$ cat src/rtl/baud_rate_gen.sv
// Baud-rate generator: divides m_clk by a 16-bit divisor to produce a 16x
// oversampling tick, a per-bit tick and the sample index within the bit.
module baud_rate_gen (
    input  logic       m_clk,
    input  logic       reset,
    input  logic [7:0] divisor_1,
    input  logic [7:0] divisor_2,
    input  logic       enable,
    output logic       tick_16x,
    output logic       baud_tick,
    output logic [3:0] sample_idx,
    output logic       active
);

    localparam logic [0:0] ST_IDLE = 1'b0;
    localparam logic [0:0] ST_RUN  = 1'b1;

    logic [0:0]  r_state;
    logic [15:0] r_div_q;
    logic [15:0] r_cnt;
    logic [3:0]  r_idx;
    logic        r_tick;
    logic        r_baud;

    logic [0:0]  w_state_next;
    logic [15:0] w_cnt_next;
    logic [3:0]  w_idx_next;
    logic        w_tick_next;
    logic        w_baud_next;

    logic [15:0] w_div;
    logic        w_div_change;
    logic        w_cnt_wrap;

    assign w_div        = {divisor_2, divisor_1};
    assign w_div_change = (w_div != r_div_q);
    // Only evaluated in RUN, where r_div_q is known to be non-zero.
    assign w_cnt_wrap   = (r_cnt == (r_div_q - 16'd1));

    always_comb begin
        w_state_next = r_state;
        w_cnt_next   = r_cnt;
        w_idx_next   = r_idx;
        w_tick_next  = 1'b0;
        w_baud_next  = 1'b0;

        if (w_div_change || (w_div == 16'd0)) begin
            // A new or zero divisor restarts the bit timing from scratch.
            w_state_next = ST_IDLE;
            w_cnt_next   = 16'd0;
            w_idx_next   = 4'd0;
        end else if (r_state == ST_IDLE) begin
            // Counters stay frozen so a paused bit resumes where it stopped.
            if (enable) begin
                w_state_next = ST_RUN;
            end
        end else if (!enable) begin
            w_state_next = ST_IDLE;
        end else if (w_cnt_wrap) begin
            w_cnt_next  = 16'd0;
            w_idx_next  = r_idx + 4'd1;
            w_tick_next = 1'b1;
            w_baud_next = (r_idx == 4'd15);
        end else begin
            w_cnt_next = r_cnt + 16'd1;
        end
    end

    always_ff @(posedge m_clk) begin
        if (reset) begin
            r_state <= ST_IDLE;
            r_div_q <= w_div;
            r_cnt   <= 16'd0;
            r_idx   <= 4'd0;
            r_tick  <= 1'b0;
            r_baud  <= 1'b0;
        end else begin
            r_state <= w_state_next;
            r_div_q <= w_div;
            r_cnt   <= w_cnt_next;
            r_idx   <= w_idx_next;
            r_tick  <= w_tick_next;
            r_baud  <= w_baud_next;
        end
    end

    assign tick_16x   = r_tick;
    assign baud_tick  = r_baud;
    assign sample_idx = r_idx;
    assign active     = (r_state == ST_RUN);

endmodule

$ cat config.mk
export PLATFORM = sky130hd
export DESIGN_NAME = baud_rate_gen
export DESIGN_NICKNAME = d
export VERILOG_FILES = /design/src/rtl/baud_rate_gen.sv
export SDC_FILE = /design/constraint.sdc
export NUM_CORES = 1
export LEC_CHECK = 0
export CORE_MARGIN = 2
export CORE_UTILIZATION = 35
export DETAILED_ROUTE_END_ITERATION = 10
export GPL_TIMING_DRIVEN = 1
export PLACE_DENSITY = 0.55
export SLEW_MARGIN = 20
export SYNTH_ARGS = -nofsm -noshare
export SYNTH_HDL_FRONTEND = slang
export SYNTH_SLANG_ARGS = --single-unit
$ cat constraint.sdc
create_clock -name m_clk -period 10.1 [get_ports m_clk]
set_clock_uncertainty 0.1 [all_clocks]
set_input_delay 2.02 -clock m_clk [delete_from_list [all_inputs] [get_ports m_clk]]
set_output_delay 2.02 -clock m_clk [all_outputs]
set_load 0.005 [all_outputs]
==> impl_summary.txt, run 1 <==
----------------------------------------------------
[Die]
  Die Footprint ... 0.00655 mm²
  Initial cell density of the core ... 35.6%
  Core Region ... ~0.0058 mm²
  Site Rows ... 28
  Vertical die dimension ... 80.9 µm
  Die Wd ... 80.9 µm
  I/O pin count ... 26

[CTS]
  Maximum clock insertion buffer count ... 2
  Register clock-pin slew on the reported worst setup and hold paths ... 0.08 ns
  Post-cts repair resize count ... 0
  Num CTS Buffers ... 5
  Clock tree from TritonCTS ... built
  Cell chosen for the clock root ... clkbuf_8
  Maximum level of the CTS H-tree ... 2
  Skew-Pair Late Insertion Delay ... just under 0.3 ns
  Quantity of hold-fixing buffers added after cts ... 0
  Number of buffers added for setup after CTS ... 0
  Clock tree sinks ... 39

[Finish]
  Layout Cell Area excl Fill ... 0.00245 mm²
  Nets@finish ... about 280
  Layout cells sized above 1 ... 4.98%
  Area of all sequential standard cells ... 781 µm²
  Area of combinational cells with multiple inputs ... 0.00122 mm²
  Layout filler cell count ... 598
  Inserted Diodes ... 0
  Area added between synthesis and finish ... 18.4%

[Setup path]
  Library cell appearing most often on the critical path ... nand4_1
  CP max FO ... 13
  CP max stage delay ... 0.48 ns
  CP Cell Sequence ... clkdlybuf4s50_1, xnor2_1, nand4_1, nor3_1, nand4_1, a21o_1, nor2_1
  Required time of the critical path ... 10.23 ns
  Worst Setup Path Type ... in -> reg
  Slack of the worst reg-to-reg path ... 6.53 ns
  Max stage delay cell, worst path ... a21o_1
  Crit path launch type ... input pin
  Setup crit end kind ... register
  Arrival time of the worst setup path ... between 4 and 5 ns

[Synthesis]
  Portion of the post-synthesis area used by sequential elements ... 37.7%
  Commonest cells in the synthesized netlist ... dfxtp_1 (39), nor2_1 (30), xnor2_1 (30)
  Net count of the mapped netlist ... 261
  Post-synth top area cell ... dfxtp_1
  Mean instance size in the synthesized netlist ... ~8.7 µm²
  Flip-flop and latch count after synthesis ... 39
  Count of yosys warnings during synthesis ... 0
  Cell count after synthesis ... roughly 240
  Area share of the leading cell type in the synthesized netlist ... a little under two fifths
  Leading register cell type out of synthesis ... dfxtp_1
  Share of flip-flops with an asynchronous set or reset after synthesis ... 0%
  Cell area after technology mapping ... 0.00207 mm²
  Count of different cell masters after synthesis ... 41
  Dominant cell by count in the synthesized netlist ... dfxtp_1
  Biggest area contributors in the synthesized netlist ... dfxtp_1 (38%), xnor2_1 (13%), xor2_1 (9.3%), nor2_1 (5.4%), nand2_1 (3.3%)
  Number of enable flip-flop cells after synthesis ... 0

[Drt]
  Remaining design rule violation count ... 0
  Routed length per placed instance ... 12.8 µm
  Drt total wl ... 4280 µm
  Via count normalized by instance count ... 4.83
  Count of routing violations after the opening detailed-route iteration ... between 60 and 70
  Remaining antenna violation count after routing ... 0
  Via count ... approximately 1600
  1st-pass router iterations ... 4

[Flow run]
  Max-cap violations ... 0

[Place]
  Count of input and output buffers ... 25
  DP HPWL ... 3290 µm
  GPL Wtd Cong ... 0.742
  Placed inst area ... between 0.002 and 0.0025 mm²

[Timing]
  Sum Neg Setup Slack ... 0 ns
  Final worst-path cycle share ... 39.4%
  Final setup violation count ... 0
  Pin slew with the least headroom to its limit ... roughly 0.55 ns
  Unrepaired setup endpoints after global routing ... false
  Final critical path time including I/O delays and setup ... 3.98 ns
  Upper clock frequency limit ... 251 MHz
  Final count of hold timing violations ... 0
  Slew margin rel. ... 63.3%
  Fin. max-slew vios ... 0

[Global route]
  Largest net degree at the start of global routing ... 14
  Number of antenna violations at the first check in global routing ... 0
  Global-route usage over all layers ... 14.0%
  Global-route wire length before repair ... 7010 µm
  GRT Residual Overflow ... 0
  Via count of the first global-routing pass ... 1506

[Power]
  Leakage power ... a little under 0.8 nW
  PwrDens ... 120 mW/mm²
  Worst IR drop on VDD ... 0.0485 mV

[Worst hold path]
  Path category of the worst min-delay check ... reg -> reg

[Outcome]
  Run status ... finished, final reports clean

----------------------------------------------------
==> power breakdown <==
part,internal (mW),leakage (nW),switching [mW]
Sequential,0.157,0.320,0.00580
Clock,0.0480,0.0402,0.0558
Combinational,0.0165,0.419,0.0111
==> sequential cells by signal (all words and copies together) (netlist names) <==
register,flops
r_cnt,16
r_div_q,16
sample_idx,4
active,1
baud_tick,1
tick_16x,1
==> metrics by stage <==
| stage | hold WS [ns] | instances | util, % | total power, mW | worst slack (ns) |
|---|---|---|---|---|---|
| 5_1_grt | 0.436 | 336 | 42.2 | 0.307 | 5.91 |
| 2_1_floorplan | 0.373 | 239 | - | 0.182 | 6.75 |
| 4_1_cts | 0.401 | 336 | 42.2 | 0.298 | 6.13 |
| 6_report | 0.395 | 336 | 42.2 | 0.294 | 6.12 |
| 3_5_place_dp | 0.387 | 328 | 40.7 | 0.194 | 5.82 |
| 3_3_place_gp | 0.384 | 328 | 40.7 | 0.194 | 5.87 |
==> path summary, 6_finish.rpt <==
kind / start / end / cells after the start
min reg2reg: sample_idx[2] / baud_tick / 2
max reg2reg: r_div_q[0] / sample_idx[3] / 10
min: sample_idx[2] / baud_tick / 2
max: divisor_1[3] / r_cnt[10] / 7
==> critical path, delay by kind of cell <==
kind	cells	cell delay [ns]
and+or+nand+nor	4	0.92
xor gates and xnor gates	1	0.23
AOI/OAI and AO/OA	1	0.48
buffers and inverters	1	0.45
==> cells in the final DEF (no fill, tap or decap), types with 3 or more instances in the layout <==
master,instances
a21oi_1,7
and3_1,3
clkbuf_8,5
clkdlybuf4s50_1,25
dfxtp_1,39
ha_1,3
inv_1,5
nand2_1,18
nand3_1,11
nand4_1,10
nand4b_1,3
nor2_1,30
nor2b_1,3
nor3_1,6
nor4_1,6
o21ai_0,4
or3_1,4
xnor2_1,30
xor2_1,22
==> per-layer routing <==
layer / global-route usage (%) / vias up / part of all wire [%] / wire [µm]
met2: 22.1 / 17 / 45 / 1920
met5: 0 / - / 0 / 0
met4: 4.07 / 0 / 1.0 / 43
li1: - / 865 / - / -
met3: 3.33 / 4 / 2.5 / 108
met1: 18.9 / 738 / 52 / 2210
==> layout make-up <==
| class | count | area share [%] |
|---|---|---|
| clock buffer | 5 | 2.80 |
| clock inverter | 3 | 0.816 |
| inverter | 5 | 0.765 |
| multi-input combinational | 184 | 49.8 |
| sequential | 39 | 31.8 |
| tap | 75 | 3.82 |
| timing repair buffer | 25 | 10.2 |
==> cells by family (layout without fill, tap and decap cells) <==
family,count (synthesis),in the layout,synth area share (%)
flops,39,39,37.7
buf+inv,16,38,3.38
simple gates,109,109,28.7
xor+xnor,52,52,22.0
compound gates,18,18,5.44
mux,2,2,1.03
fa+ha+maj,3,3,1.81
Power figures use the tool's default switching activity.
==> inputs of run 2 (changes only) <==
--- a/config.mk
+++ b/config.mk
@@ -9,7 +9,7 @@
 export CORE_UTILIZATION = 35
 export DETAILED_ROUTE_END_ITERATION = 10
 export GPL_TIMING_DRIVEN = 1
-export PLACE_DENSITY = 0.55
+export PLACE_DENSITY = 0.57
 export SLEW_MARGIN = 20
 export SYNTH_ARGS = -nofsm -noshare
 export SYNTH_HDL_FRONTEND = slang
==> constraint.sdc (replaced) <==
create_clock -name m_clk -period 3.5 [get_ports m_clk]
set_clock_uncertainty 0.1 [all_clocks]
set_input_delay 0.7 -clock m_clk [delete_from_list [all_inputs] [get_ports m_clk]]
set_output_delay 0.7 -clock m_clk [all_outputs]
set_load 0.005 [all_outputs]
==> impl_summary.txt, run 2 (synthesis gave the netlist of run 1 again) <==
----------------------------------------------------
[Flow run]
  Max-cap violations ... 0

[Power]
  Switching portion of total power ... approximately 22%
  Sequential Power Share ... between 50% and 60%
  Leakage power ... 0.807 nW
  Worst IR drop on VDD ... 0.230 mV
  PwrDens ... 366 mW/mm²
  Proportion of power drawn by the clock network ... 39.5%
  Total internal power ... 0.711 mW
  Switching power summed over all nets ... 0.201 mW
  Combinational power share ... 8.9%

[Worst hold path]
  Path category of the worst min-delay check ... reg -> reg

[Timing]
  Upper clock frequency limit ... 304 MHz
  Final setup violation count ... 0
  Slew margin rel. ... 68.4%
  Fin. max-slew vios ... 0
  Pin slew with the least headroom to its limit ... 0.470 ns
  Sum Neg Setup Slack ... 0 ns
  Unrepaired setup endpoints after global routing ... false
  Final worst-path cycle share ... between 90 and 100%
  Final count of hold timing violations ... 0
  Final Hold Slack ... roughly 0.4 ns
  Final critical path time including I/O delays and setup ... 3.29 ns

[Setup path]
  Crit path launch type ... register
  Slack of the worst reg-to-reg path ... 0.21 ns
  CP Cell Sequence ... or4_4, nor4_1, xnor2_1, a22oi_1, or4b_1, or4b_1, or3_1, a21oi_1
  Max stage delay cell, worst path ... or4_4
  Library cell appearing most often on the critical path ... or4b_1
  Worst Setup Path Type ... reg -> reg
  CP delay by family, top ... simple AND/OR/NAND/NOR gates
  Required time of the critical path ... around 3.6 ns
  CP max FO ... 7
  Setup crit end kind ... register
  Worst path buffer plus inverter count ... 0
  CP max stage delay ... 0.62 ns
  Arrival time of the worst setup path ... approximately 3.4 ns

[Global route]
  Global route hottest layer ... met2
  GRT Residual Overflow ... 0
  Met2 Resource Use GR ... 27.4%
  Routing usage on met1 ... 19.3%
  Global-route usage over all layers ... between 15 and 20%
  Global-route wire length before repair ... 7860 µm
  Met3 Track Usage GR ... 3.33%
  Number of antenna violations at the first check in global routing ... 0
  Largest net degree at the start of global routing ... 14
  Via count of the first global-routing pass ... 1655

[Finish]
  Inserted Diodes ... 0
  Layout cells sized above 1 ... about 5.0%
  Nets@finish ... 284
  Layout filler cell count ... ~610
  Area added between synthesis and finish ... 20.1%
  Most frequent cells in the layout ... dfxtp_1 (39), xnor2_1 (30), nor2_1 (30), clkdlybuf4s50_1 (25), xor2_1 (22)
  Most common library cell in the layout ignoring fill and taps ... dfxtp_1

[CTS]
  Maximum clock insertion buffer count ... 2
  Num CTS Buffers ... 5
  Register clock-pin slew on the reported worst setup and hold paths ... 0.08 ns
  Clock tree from TritonCTS ... built
  Maximum level of the CTS H-tree ... 2
  Skew-Pair Late Insertion Delay ... 0.29 ns
  Clock tree sinks ... 39
  Cell chosen for the clock root ... clkbuf_8
  Quantity of hold-fixing buffers added after cts ... 0

[Drt]
  Remaining antenna violation count after routing ... 0
  Count of routing violations after the opening detailed-route iteration ... 46
  Via count ... 1646
  Routed length per placed instance ... 13.5 µm
  Remaining design rule violation count ... 0
  Via count normalized by instance count ... just under 5
  1st-pass router iterations ... 4
  Drt total wl ... 4560 µm

[Place]
  Count of input and output buffers ... 25
  GPL Wtd Cong ... 0.785
  DP HPWL ... 3550 µm

[Die]
  I/O pin count ... 26
  Vertical die dimension ... 80.9 µm
  Initial cell density of the core ... 35.6%
  Site Rows ... 28
  Core Region ... slightly below 0.006 mm²
  Die Wd ... 80.9 µm
  Die Footprint ... around 0.0066 mm²

[Outcome]
  Run status ... finished, final reports clean

----------------------------------------------------
## run 2: what timing repair did
item / CTS / global route
endpoints found under the hold margin: 0 / 0
setup buffers: 0 / 0
endpoints found under the setup margin: 0 / 2
resized for setup: 0 / 1
## run 2: routing by layer
metal  up-vias  wire length [µm]
met1       752              2210
met2        17              2180
met4         0                57
met3         7               116
li1        870                 -
met5         -                 0
## run 2: stage by stage
| stage | std cells | setup slack (ns) | cell area [µm²] | total power, mW | util [%] |
|---|---|---|---|---|---|
| 2_1_floorplan | 239 | 0.213 | 2070 | 0.525 | - |
| 3_3_place_gp | 330 | 0.263 | 2380 | 0.562 | 40.9 |
| 3_5_place_dp | 330 | 0.215 | 2380 | 0.562 | 40.9 |
| 4_1_cts | 337 | 0.200 | 2480 | 0.923 | 42.7 |
| 5_1_grt | 337 | 0.00628 | 2490 | 0.954 | 42.8 |
| 6_report | 337 | 0.206 | 2490 | 0.911 | 42.8 |
## run 2: final timing paths
check	cells past startpoint	to	start
min	2	baud_tick	sample_idx[3]
max	8	sample_idx[3]	r_div_q[2]
min reg2reg	2	baud_tick	sample_idx[3]
max reg2reg	8	sample_idx[3]	r_div_q[2]
## run 2: area by class of cell
class	instances	area (µm²)	area share (%)
multi-input cells	184	1230	49.3
flip-flops and latches	39	781	31.4
repair buffers	27	265	10.7
well taps	75	93.8	3.77
clock buffers	6	72.6	2.92
clock inverters	1	30.0	1.21
inverters	5	18.8	0.754
## run 2: worst min-delay path, stage by stage, from the launching register on
cell and delay (ns):
dfxtp_1 0.34, nand3_1 0.08, nor3_1 0.04
## run 2: power by group through the flow
| stage | combinational (mW) | sequential (mW) | clock (mW) |
|---|---|---|---|
| floorplan | 0.0527 | 0.472 | 0 |
| global placement | 0.0809 | 0.481 | 0 |
| CTS | 0.0816 | 0.471 | 0.371 |
| global route | 0.0892 | 0.473 | 0.392 |
| detailed placement | 0.0807 | 0.481 | 0 |
| finish | 0.0808 | 0.471 | 0.360 |
